[src/rtl/coin_accept_q.sv]
// coin_accept_q: multi-denomination coin acceptor.
// Rising edges on the one-hot coin_in lines are mapped to coin values, buffered in a
// small FIFO and handed downstream one at a time over a valid/ready handshake. Each
// completed transfer is followed by a one-cycle done pulse.
// Optional feature macro: COIN_TOTAL_EN adds total_clr/credit_total and a saturating
// running-credit accumulator.
module coin_accept_q #(
    parameter int unsigned NUM_COINS  = 4,
    parameter int unsigned DATA_W     = 8,
    parameter logic [NUM_COINS*DATA_W-1:0] COIN_VALS = {8'd10, 8'd5, 8'd2, 8'd1},
`ifdef COIN_TOTAL_EN
    parameter int unsigned TOTAL_W    = 16,
`endif
    parameter int unsigned FIFO_DEPTH = 4
) (
    input  logic                 clk,
    input  logic                 rst,
    input  logic [NUM_COINS-1:0] coin_in,
    input  logic                 out_ready,
`ifdef COIN_TOTAL_EN
    input  logic                 total_clr,
    output logic [TOTAL_W-1:0]   credit_total,
`endif
    output logic                 out_valid,
    output logic [DATA_W-1:0]    data_out,
    output logic                 done,
    output logic                 coin_err,
    output logic                 overflow
);

    localparam int unsigned PTR_W = (FIFO_DEPTH > 1) ? $clog2(FIFO_DEPTH) : 1;
    localparam int unsigned CNT_W = PTR_W + 1;

    typedef enum logic [1:0] {
        S_IDLE  = 2'd0,
        S_VALID = 2'd1,
        S_DONE  = 2'd2
    } state_e;

    // ------------------------------------------------------------------
    // Coin edge detection and classification
    // ------------------------------------------------------------------
    logic [NUM_COINS-1:0] coin_prev_q;
    logic [NUM_COINS-1:0] rise_c;
    logic                 onehot_c;
    logic                 accept_c;
    logic                 reject_c;
    logic [DATA_W-1:0]    coin_val_c;

    logic                 acc_vld_q;
    logic [DATA_W-1:0]    acc_val_q;
    logic                 coin_err_q;

    // Classify this cycle's edge: a clean single-line press is accepted, anything else rejected.
    always_comb begin
        rise_c     = coin_in & ~coin_prev_q;
        onehot_c   = (coin_in != '0) &&
                     ((coin_in & (coin_in - NUM_COINS'(1))) == '0);
        accept_c   = (rise_c != '0) && onehot_c && (rise_c == coin_in);
        reject_c   = (rise_c != '0) && !accept_c;
        coin_val_c = '0;
        for (int unsigned i = 0; i < NUM_COINS; i++) begin
            if (coin_in[i]) begin
                coin_val_c = coin_val_c | COIN_VALS[i*DATA_W +: DATA_W];
            end
        end
    end

    // Edge-sample register: previous coin lines, staged accept and error pulse.
    always_ff @(posedge clk) begin
        if (rst) begin
            coin_prev_q <= '0;
            acc_vld_q   <= 1'b0;
            acc_val_q   <= '0;
            coin_err_q  <= 1'b0;
        end else begin
            coin_prev_q <= coin_in;
            acc_vld_q   <= accept_c;
            acc_val_q   <= accept_c ? coin_val_c : '0;
            coin_err_q  <= reject_c;
        end
    end

    // ------------------------------------------------------------------
    // Pending-coin FIFO
    // ------------------------------------------------------------------
    logic [DATA_W-1:0] mem_q [FIFO_DEPTH];
    logic [PTR_W-1:0]  wr_ptr_q, wr_ptr_d;
    logic [PTR_W-1:0]  rd_ptr_q, rd_ptr_d;
    logic [CNT_W-1:0]  count_q, count_d;
    logic              overflow_q, overflow_d;
    logic              full_c;
    logic              empty_c;
    logic              pop_c;
    logic              push_c;

    state_e            state_q, state_d;

    // Push/pop decisions; a pop in the same cycle frees the slot a full FIFO needs.
    always_comb begin
        full_c     = (count_q == CNT_W'(FIFO_DEPTH));
        empty_c    = (count_q == '0);
        pop_c      = (state_q == S_IDLE) && !empty_c;
        push_c     = acc_vld_q && (!full_c || pop_c);
        overflow_d = acc_vld_q && full_c && !pop_c;
        wr_ptr_d   = push_c ? (wr_ptr_q + PTR_W'(1)) : wr_ptr_q;
        rd_ptr_d   = pop_c  ? (rd_ptr_q + PTR_W'(1)) : rd_ptr_q;
        count_d    = count_q;
        if (push_c && !pop_c) begin
            count_d = count_q + CNT_W'(1);
        end else if (pop_c && !push_c) begin
            count_d = count_q - CNT_W'(1);
        end
    end

    // FIFO storage; contents need no reset since pointers define validity.
    always_ff @(posedge clk) begin
        if (push_c) begin
            mem_q[wr_ptr_q] <= acc_val_q;
        end
    end

    // FIFO pointer, occupancy and overflow pulse registers.
    always_ff @(posedge clk) begin
        if (rst) begin
            wr_ptr_q   <= '0;
            rd_ptr_q   <= '0;
            count_q    <= '0;
            overflow_q <= 1'b0;
        end else begin
            wr_ptr_q   <= wr_ptr_d;
            rd_ptr_q   <= rd_ptr_d;
            count_q    <= count_d;
            overflow_q <= overflow_d;
        end
    end

    // ------------------------------------------------------------------
    // Output handshake FSM
    // ------------------------------------------------------------------
    logic [DATA_W-1:0] hold_q, hold_d;
    logic              out_valid_q, out_valid_d;
    logic [DATA_W-1:0] data_out_q, data_out_d;
    logic              done_q, done_d;

    // Next state, hold register and the output values that go with the next state.
    always_comb begin
        state_d     = state_q;
        hold_d      = hold_q;
        out_valid_d = 1'b0;
        data_out_d  = '0;
        done_d      = 1'b0;
        case (state_q)
            S_IDLE: begin
                if (pop_c) begin
                    hold_d  = mem_q[rd_ptr_q];
                    state_d = S_VALID;
                end
            end
            S_VALID: begin
                if (out_ready) begin
                    state_d = S_DONE;
                end
            end
            S_DONE: begin
                state_d = S_IDLE;
            end
            default: begin
                state_d = S_IDLE;
            end
        endcase
        if (state_d == S_VALID) begin
            out_valid_d = 1'b1;
            data_out_d  = hold_d;
        end
        done_d = (state_d == S_DONE);
    end

    // FSM state and registered handshake outputs.
    always_ff @(posedge clk) begin
        if (rst) begin
            state_q     <= S_IDLE;
            hold_q      <= '0;
            out_valid_q <= 1'b0;
            data_out_q  <= '0;
            done_q      <= 1'b0;
        end else begin
            state_q     <= state_d;
            hold_q      <= hold_d;
            out_valid_q <= out_valid_d;
            data_out_q  <= data_out_d;
            done_q      <= done_d;
        end
    end

`ifdef COIN_TOTAL_EN
    // ------------------------------------------------------------------
    // Saturating credit accumulator
    // ------------------------------------------------------------------
    localparam int unsigned SUM_W = ((TOTAL_W > DATA_W) ? TOTAL_W : DATA_W) + 1;

    logic [TOTAL_W-1:0] credit_q, credit_d;
    logic [SUM_W-1:0]   credit_sum_c;

    // Only coins that actually enter the FIFO add credit; a clear restarts from that coin.
    always_comb begin
        credit_d     = credit_q;
        credit_sum_c = total_clr ? SUM_W'(acc_val_q)
                                 : (SUM_W'(credit_q) + SUM_W'(acc_val_q));
        if (push_c) begin
            if (credit_sum_c > SUM_W'({TOTAL_W{1'b1}})) begin
                credit_d = '1;
            end else begin
                credit_d = TOTAL_W'(credit_sum_c);
            end
        end else if (total_clr) begin
            credit_d = '0;
        end
    end

    // Credit register.
    always_ff @(posedge clk) begin
        if (rst) begin
            credit_q <= '0;
        end else begin
            credit_q <= credit_d;
        end
    end

    assign credit_total = credit_q;
`endif

    assign out_valid = out_valid_q;
    assign data_out  = data_out_q;
    assign done      = done_q;
    assign coin_err  = coin_err_q;
    assign overflow  = overflow_q;

endmodule

[config.mk]
export PLATFORM = sky130hd
export DESIGN_NAME = coin_accept_q
export DESIGN_NICKNAME = d
export VERILOG_FILES = /design/src/rtl/coin_accept_q.sv
export SDC_FILE = /design/constraint.sdc
export NUM_CORES = 1
export LEC_CHECK = 0
export CAP_MARGIN = 20
export CORE_MARGIN = 4
export CORE_UTILIZATION = 56
export DETAILED_ROUTE_END_ITERATION = 10
export HOLD_SLACK_MARGIN = 0.1
export PLACE_DENSITY = 0.78
export SYNTH_ARGS = -nofsm -noshare
export SYNTH_HDL_FRONTEND = slang
export SYNTH_SLANG_ARGS = --single-unit
[constraint.sdc]
create_clock -name clk -period 3.1 [get_ports clk]
set_clock_uncertainty 0.1 [all_clocks]
set_input_delay 0.62 -clock clk [delete_from_list [all_inputs] [get_ports clk]]
set_output_delay 0.62 -clock clk [all_outputs]
set_load 0.05 [all_outputs]
# == After elaboration in Yosys (flattened, before gate mapping) ==
# Memories as Yosys holds them, arrays and structs flattened. A register that Yosys moved wholly into a read port is not among the register bits.
# Index checks and enable logic that the tools add are counted.
# word_totals
memories,1
out_inout_bits,12
regBits,42
mem_bits_rw,32
elab_cells,69
# memory_table
name,depth,width,rd,rd_clocked_by_memory_dff,write_ports,line,rtl
mem_q,4,8,1,1,1,87,logic [DATA_W-1:0] mem_q [FIFO_DEPTH];
# op_classes
n_bitwise,5
n_eq_ne,5
n_addsub,5
n_mux,16
n_reduce_logical,24
# ops
cell,n
8-bit 2-to-1 mux,2
1-bit logical AND,10
2-bit 2-to-1 mux,5
3-bit 2-to-1 mux,3
4-bit bitwise AND,2
4-bit nonzero test,2
1-bit logical NOT,5
"2-bit by 1-bit adder with 2-bit output, second input constant",2
"2-bit by 1-bit equality test with 1-bit output, second input constant",2
4-bit equality test,1
4-bit logical NOT,1
1-bit 2-to-1 mux,4
4-bit 2-to-1 mux,1
4-bit inverter,1
2-bit one-hot mux with 2 select lines,1
2-bit OR reduction,2
"4-bit by 1-bit subtractor with 4-bit output, second input constant",1
"3-bit by 1-bit adder with 3-bit output, second input constant",1
"3-bit equality test, second input constant",1
3-bit logical NOT,1
"3-bit by 1-bit subtractor with 3-bit output, second input constant",1
"2-bit equality test, second input constant",1
2-bit logical NOT,1
1-bit inverter,2
2 further kinds,2

# == Logic depth before layout (Yosys ltp) ==
# Gate-level depths: netlist (run 1).
# logic_depth
depth_word,9
ltp_mapped,8
ltp_nobuf,8

# == Least setup slack after synthesis (run 1) ==
# OpenSTA, ideal clock, no wires.
# synth_timing
path_kind,reg2reg
from,reg state_q[1]
to,reg count_q[2]
path_slack_ns,0.881
path_buffers,0
t_arrival_ns,2.050
path_stages_with_launch,9
t_required_ns,2.930
path_cell_list,dfxtp_1 or2_4 a31oi_4 ha_1 inv_1 fa_1 xor2_1 or3_1 a21oi_1
# synth_between
elab_chain_cells,7
word_cells_on_any_way,10
# synth_rtl
item,line,rtl
"start, declared",97,"state_e state_q, state_d;"
"start signal, assigned",188,state_q <= state_d;
2-bit logical NOT *,103,pop_c = (state_q == S_IDLE) && !empty_c;
1-bit logical AND *,103,
1-bit logical OR *,104,push_c = acc_vld_q && (!full_c || pop_c);
1-bit logical AND *,104,
via push_c,95,logic push_c;
1-bit logical NOT,111,end else if (pop_c && !push_c) begin
1-bit logical AND,111,
2-bit nonzero test (no source line),n/a,
"end signal, assigned",133,count_q <= count_d;
"end, declared",90,"logic [CNT_W-1:0] count_q, count_d;"
# Mark *: on every way through the listed nets, which the timed path passes. The rest lies on a longest branch.
# A chain may end at the register's enable or synchronous reset.

# == Worst setup path after layout (run 1) ==
# Ends and elaborated chain as after synthesis.

==> results.tsv, run 1 <==
metric	value	unit
num_antenna_cells	0	
ctsHoldBuffers	0	
report.final.slew_viol_count	0	
grt_usage	15.52	%
drtPass1Iterations	4	
synthCells	165	
cts.reportedPaths.clkPinSlew	90	ps
power_leakage	0.0009460	µW
grt_overflow	0	
fp.dieH	69.99	µm
cts_setup_buffers	0	
first_iter_violations	42	
ys_ff_latch	56	
setup_viol	0	
powerDensity	773.4	nW/µm²
grt_max_degree	18	
cts_buffers	5	
vdd_drop_max	0.0003779	V
yosys-top-cells-count	40 x dfxtp_1, 16 x edfxtp_1, 12 x and2_1	
drive_above_1_share	14.81	%
synthToLayoutAreaGrowth	14.94	%
die_width	69.99	µm
avgViaCountPerCell	5.321	
antenna_left	0	
postLayoutCellArea	2474	µm²
cts_resized	0	
dp_hpwl	2.583	mm
relSlewSlack	47.11	%
crit_fanout	7	
io_buffers	18	
dpl_cell_area	2386	µm²
synth_edf_count	16	
fp.coreArea	3689	µm²
async_flop_share	0	%
maxCapViolations	0	
rows	22	
min_period	2388	ps
netlist_area	2152	µm²
yosysSeqAreaShare	59.53	%
startpoint_type	flop	
clk_latency	300	ps
finalCritPeriodShare	77.02	%
synthTopCellsByArea	dfxtp_1 37%, edfxtp_1 22%, mux4_2 4.2%	
routed_wirelength	3.347	mm
htree_levels	2	
yosys_warnings	0	
synth_fp_nets	178	
cts_tree	built	
synth_ff_type	dfxtp_1	
num_io_pins	19	
fmax	418.8	MHz
clock_path_buffers	2	
arrival	2530	ps
die_area	4899	µm²
finalSetupTns	0	ps
crit_type	flop to flop	
grt_pass1_vias	1322	
yosysMostFrequentCell	dfxtp_1	
drcViolationCount	0	
avgSynthCellArea	13.04	µm²
outcome	complete, no violations	
avgRoutedWirePerCell	14.12	µm
start_util	58.34	%
gp_congestion	0.7735	
synth_area_leader_cell	dfxtp_1	
hold_viol	0	
grt_setup_unrepaired	no	
synth_top_area_share	37.21	%
cts-root-buf	clkbuf_8	
fin_nets	201	
grt_pass1_wl	6.009	mm
vias	1261	
antenna_found_initial	0	
cp.required	3240	ps
netlist-cell-type-count	40	
end_kind	flop	
hold_path.class	flop to flop	
reg2reg_slack	710	ps
worst_pin_slew	790.9	ps
clock-sinks	56	
-- area by class of cell --
| type | count | area, µm² |
|---|---|---|
| tap | 48 | 60.06 |
| clock buffer | 5 | 68.82 |
| fill | 282 | 1215 |
| timing repair buffer | 19 | 187.7 |
| sequential | 56 | 1281 |
| clock inverter | 3 | 18.77 |
| multi-input combinational | 100 | 834.6 |
| inverter | 6 | 22.52 |
-- metrics by stage --
stage	cells	utilization [%]	power (µW)	worst slack [ps]	hold WS, ps
6_report	237	67.06	1913	712.2	354.6
5_1_grt	237	67.06	2033	590.0	374.2
4_1_cts	237	67.06	1934	707.6	357.6
3_5_place_dp	229	64.69	1561	696.1	338.2
3_3_place_gp	229	64.69	1533	785.8	329.8
2_1_floorplan	165	-	1412	880.7	320.9
-- layer usage --
metal	share of wire (%)	track usage, %
met1	41	18.26
met3	3.9	3.453
met5	0	0
met2	53	27.49
met4	1.7	5.745
-- registers in the layout, indices dropped and copies added, names as in the netlist, named ones only --
| register | count |
|---|---|
| acc_val_q | 4 |
| acc_vld_q | 1 |
| coin_err | 1 |
| coin_prev_q | 4 |
| count_q | 3 |
| data_out | 8 |
| done | 1 |
| hold_q | 8 |
| mem_q | 16 |
| out_valid | 1 |
| overflow | 1 |
| rd_ptr_q | 2 |
| state_q | 2 |
| wr_ptr_q | 2 |
-- report_power, final --
group	internal [µW]	switching, µW	total [µW]
registers	854	87.8	941
clock network	156	218	374
logic	268	330	597
-- critical path, stage by stage, from the launching register on --
cell	delay, ps
dfxtp_1	370
or2_4	320
a31oi_4	270
ha_1	230
inv_1	60
fa_1	370
xor2_1	150
or3_1	300
a21oi_1	140
-- kinds of logic after synthesis --
kind of cell / count (synthesis) / synth area share [%]
adders and majority gates: 6 / 3.837
muxes: 8 / 6.163
AOI/OAI and AO/OA: 20 / 7.733
buffers and inverters: 9 / 1.686
xor gates and xnor gates: 3 / 1.221
DFF: 56 / 59.53
and+or+nand+nor: 63 / 19.83
-- final timing paths --
check                 to  depth (start not counted)  startpoint
min reg2reg  data_out[0]                          2   hold_q[0]
max reg2reg   count_q[2]                          8  state_q[1]
min          data_out[0]                          2   hold_q[0]
max           count_q[2]                          8  state_q[1]
-- cells in the final DEF, fill, tap and decap left out, types with 5 or more instances in the layout --
cell / instances
nand2_1: 9
inv_1: 6
clkbuf_8: 5
clkdlybuf4s50_1: 18
nand2b_1: 6
and2_1: 12
a21oi_1: 5
edfxtp_1: 16
dfxtp_1: 40
ha_1: 5
nor2_1: 11
No activity file was read; power rests on OpenSTA's default activity.
==> inputs of run 2 (changes only) <==
Settings changed: CORE_UTILIZATION 56 to 50, PLACE_DENSITY 0.78 to 0.73.
Clock period 3.1 ns to 2 ns, I/O delays scaled along.
==> results.tsv, run 2 (synthesis results as in run 1) <==
metric	value	unit	change
outcome	complete, but fails checks		
violations	setup timing		
worstHoldPathCells	1		-1
relSlewSlack	66.10	%	+19 points
start_util	52.66	%	-5.7 points
clk_latency	300	ps	about the same
fp.dieH	73.61	µm	+5.2%
report.final.slew_viol_count	0		unchanged
clock-sinks	56		unchanged
cp.required	2140	ps	-1100 ps
placedCellCount	244		+6.6%
gp_congestion	0.7091		-8.3%
first_iter_violations	53		+26%
die_area	5418	µm²	+11%
maxCapViolations	0		unchanged
num_io_pins	19		unchanged
grt_setup_unrepaired	yes		
avgRoutedWirePerCell	14.19	µm	+0.45%
fin_hold_ws	356.1	ps	+1.538 ps
top_register	mem_q		
arrival	2200	ps	-330 ps
final_util	63.75	%	-3.3 points
grt_usage	14.70	%	-0.82 points
postLayoutCellArea	2605	µm²	+5.3%
ff2ff_path_depth	8		unchanged
io_buffers	18		unchanged
fin_nets	215		+7.0%
dp_hpwl	2.771	mm	+7.3%
setup_viol	1		+1
finalCritPeriodShare	103.1	%	+26 points
die_width	73.61	µm	+5.2%
vias	1320		+4.7%
hold_path.class	flop to flop		
power_leakage	0.001025	µW	+8.4%
cts.reportedPaths.clkPinSlew	90	ps	about the same
cts-root-buf	clkbuf_8		
grt_overflow	0		unchanged
setup_ws	-61.05	ps	-773.3 ps
hold_viol	0		unchanged
clock_path_buffers	2		unchanged
crit_fanout	2		-5
cts_buffers	5		unchanged
htree_levels	2		unchanged
num_antenna_cells	0		unchanged
grt_pass1_wl	6.147	mm	+2.3%
crit_type	flop to flop		
rows	23		+4.5%
final_cell_mix	38 x dfxtp_1, 18 x clkdlybuf4s50_1, 16 x edfxtp_1		
largest_reg_flops	16		unchanged
layout.cells.non_filler	253		+6.8%
worst_pin_slew	506.9	ps	-284.0 ps
antenna_left	0		unchanged
dpl_cell_area	2506	µm²	+5.0%
end_kind	flop		
powerDensity	1238	nW/µm²	+60%
routed_wirelength	3.589	mm	+7.2%
grt_max_degree	17		-1
fmax	485.2	MHz	+16%
synthToLayoutAreaGrowth	21.05	%	
grt_pass1_vias	1380		+4.4%
drcViolationCount	0		unchanged
cts_tree	built		
avgViaCountPerCell	5.217		-1.9%
vdd_drop_max	0.0007403	V	+96%
final_common_cell	dfxtp_1		
ctsHoldBuffers	0		unchanged
drtPass1Iterations	5		+1
startpoint_type	flop		
drive_above_1_share	24.14	%	+9.3 points
antenna_found_initial	0		unchanged
min_period	2061	ps	-326.7 ps
finalSetupTns	-61.05	ps	-61.05 ps
fp.coreArea	4086	µm²	+11%
[run 2: what timing repair did]
item / CTS / global route
pin swaps: 2 / 0
gates resized for setup: 1 / 2
setup endpoints to repair: 1 / 2
buffers inserted: 1 / 0
endpoints found under the hold margin: 0 / 0
[run 2: through the flow]
stage               setup WS, ps  power [µW]
detailed placement        -68.44        2639
global route              -166.6        3417
finish                    -61.05        3225
CTS                       -68.99        3248
global placement          -15.57        2570
floorplan                 -131.8        2231
[run 2: layout make-up]
type	instances	area (µm²)
Fill cell	314	1481
Sequential cell	56	1284
Multi-Input combinational cell	100	862.1
Timing Repair Buffer	33	292.8
Clock buffer	7	76.32
Tap cell	50	62.56
Inverter	6	22.52
Clock inverter	1	5.005
[run 2: power breakdown]
group	total (µW)	leakage (µW)	internal [µW]	switching, µW
Combinational	1240	0.000506	599	638
Clock	572	0.0000422	247	326
Sequential	1420	0.000477	1330	90.3
[run 2: path summary, 6_finish.rpt]
check / from / endpoint / slack, ps
setup / recovery: count_q[1] / count_q[2] / -60
hold / removal: hold_q[4] / hold_q[4] / 360
setup reg to reg: count_q[1] / count_q[2] / -60
hold reg to reg: hold_q[4] / hold_q[4] / 360
[run 2: metal layers]
metal	wire, µm	GRT usage [%]	up-vias
li1	-	-	657
met1	1553	17.72	631
met2	1874	25.79	28
met3	124	3.010	4
met4	36	5.231	0
met5	0	0	-
[run 2: critical path: stages, from the launching register on]
cell and delay [ps]:
dfxtp_1 320, or3_4 400, nand2_4 80, ha_4 140, inv_2 40, fa_2 340
xor2_1 150, or3_1 310, a21oi_1 120
==> inputs of run 3 (changes only) <==
Settings changed: ABC_AREA set to 1, MAX_ROUTING_LAYER set to met4.
==> results.tsv, run 3 <==
metric	value	unit	change
avgSynthCellArea	9.236	µm²	-29%
routed_wirelength	3.505	mm	-2.3%
synth_top_area_share	37.21	%	unchanged
grt_overflow	0		unchanged
outcome	complete, no violations		
report.final.slew_viol_count	0		unchanged
cts_buffers	5		unchanged
synth_area_leader_cell	dfxtp_1		
num_antenna_cells	0		unchanged
fillers	357		+14%
netlist_area	2152	µm²	unchanged
yosys_warnings	0		unchanged
grt_pass1_vias	1348		-2.3%
drive_above_1_share	16.15	%	-8.0 points
grt.busiest_layer	met2		
drcViolationCount	0		unchanged
synthCells	233		+41%
placedCellCount	300		+23%
final_common_cell	nand2_1		
crit_type	flop to flop		
finalSetupTns	0	ps	+61.05 ps
arrival	2040	ps	-160 ps
cts_tree	built		
min_period	1927	ps	-133.8 ps
finalCritPeriodShare	96.36	%	-6.7 points
vdd_drop_max	0.0005390	V	-27%
drtPass1Iterations	4		-1
grt_pass1_wl	5.678	mm	-7.6%
gp_congestion	0.7517		+6.0%
fin_nets	272		+27%
htree_levels	2		unchanged
clock-sinks	56		unchanged
layout.cells.non_filler	310		+23%
die_width	73.61	µm	unchanged
clk_latency	300	ps	about the same
netlist-cell-type-count	25		-38%
relSlewSlack	66.63	%	+0.53 points
power_leakage	0.001109	µW	+8.2%
setup_viol	0		-1
synthToLayoutAreaGrowth	18.26	%	
cts.reportedPaths.clkPinSlew	90	ps	about the same
avgRoutedWirePerCell	11.31	µm	-20%
grt_usage	14.34	%	-0.35 points
yosysMostFrequentCell	nand2_1		
io_buffers	18		unchanged
synth_ff_type	dfxtp_1		
gr-usage-met3	4.104	%	+1.1 points
yosysSeqAreaShare	59.53	%	unchanged
crit_fanout	5		+3
startpoint_type	flop		
fin_hold_ws	341.1	ps	-15.05 ps
vias	1451		+9.9%
final_cell_mix	52 x nand2_1, 36 x dfxtp_1, 32 x nor2_1		
first_iter_violations	77		+45%
ctsHoldBuffers	0		unchanged
gr-usage-met1	16.17	%	-1.6 points
die_area	5418	µm²	unchanged
rows	23		unchanged
fp.coreArea	4086	µm²	unchanged
powerDensity	1282	nW/µm²	+3.6%
fp.dieH	73.61	µm	unchanged
start_util	52.66	%	unchanged
end_kind	flop		
hold_path.class	flop to flop		
ys_ff_latch	56		unchanged
worst_pin_slew	499.0	ps	-7.923 ps
synth_fp_nets	246		+38%
yosys-top-cells-count	52 x nand2_1, 40 x dfxtp_1, 32 x nor2_1		
cp.required	2110	ps	-30 ps
dp_hpwl	2.390	mm	-14%
async_flop_share	0	%	unchanged
largest_reg_flops	16		unchanged
maxCapViolations	0		unchanged
top_register	mem_q		
grt_max_degree	17		unchanged
met2_usage	23.13	%	-2.7 points
antenna_left	0		unchanged
antenna_found_initial	0		unchanged
synthTopCellsByArea	dfxtp_1 37%, edfxtp_1 22%, nand2_1 9.1%		
final_util	62.28	%	-1.5 points
avgViaCountPerCell	4.681		-10%
clock_path_buffers	2		unchanged
fmax	518.9	MHz	+6.9%
synth_edf_count	16		unchanged
hold_viol	0		unchanged
num_io_pins	19		unchanged
cts-root-buf	clkbuf_8		
## run 3: cell count changes in the layout (fill, tap and decap cells not counted), moves of 5 or more
cell      change
and2_1       -12
buf_4        -11
inv_1        +24
inv_2         +5
nand2_1      +44
nand2b_1      -6
nand3_1      +10
nor2_1       +23
## run 3: layer usage
| layer | vias up | part of all wire [%] |
|---|---|---|
| met5 | - | 0 |
| met4 | 0 | 2.4 |
| met3 | 7 | 3.9 |
| met2 | 23 | 48 |
| met1 | 647 | 46 |
| li1 | 774 | - |
## run 3: layout make-up
cell class / count / area, µm² / share of cell area (%)
flip-flops and latches: 56 / 1289 / 50.64
inverters: 36 / 137.6 / 5.408
well taps: 50 / 62.56 / 2.458
clock buffers: 7 / 97.59 / 3.835
clock inverters: 1 / 5.005 / 0.1967
repair buffers: 22 / 210.2 / 8.260
multi-input cells: 138 / 743.2 / 29.20
## run 3: worst max-delay path: stages, from the launching register on
cell	delay [ps]
dfxtp_4	370
nor2_4	200
nand3_4	120
nand2_4	100
inv_2	50
ha_1	200
inv_1	90
fa_2	440
o21ai_2	110
nor2_1	40
## run 3: final timing paths
check / startpoint / to / slack, ps / cells after the start
hold reg to reg: state_q[1] / state_q[1] / 340 / 1
setup reg to reg: count_q[1] / count_q[1] / 70 / 9
hold / removal: state_q[1] / state_q[1] / 340 / 1
setup / recovery: count_q[1] / count_q[1] / 70 / 9
## run 3: timing repair
action | 4_1_cts | 5_1_grt
setup endpoints to repair | 0 | 2
endpoints found under the hold margin | 0 | 0
setup buffers | 0 | 2
gates resized for setup | 0 | 13
## run 3: cells by family after synthesis
kind of cell,share of synthesized area (%)
buf+inv,7.035
xor+xnor,0.4071
simple gates,24.77
compound gates,4.419
fa+ha+maj,3.837
flops,59.53
## run 3: metrics by stage
step	power [µW]	setup WS, ps	instance area, µm²
4_1_cts	3214	14.90	2496
6_report	3263	72.75	2545
3_3_place_gp	2525	75.88	2394
5_1_grt	3478	-35.31	2545
3_5_place_dp	2547	25.02	2394
2_1_floorplan	2273	140.6	2152
## run 3: where the power goes
part / total, µW / internal (µW) / switching, µW
sequential: 1470 / 1340 / 129
combinational: 1130 / 391 / 741
clock: 661 / 322 / 339
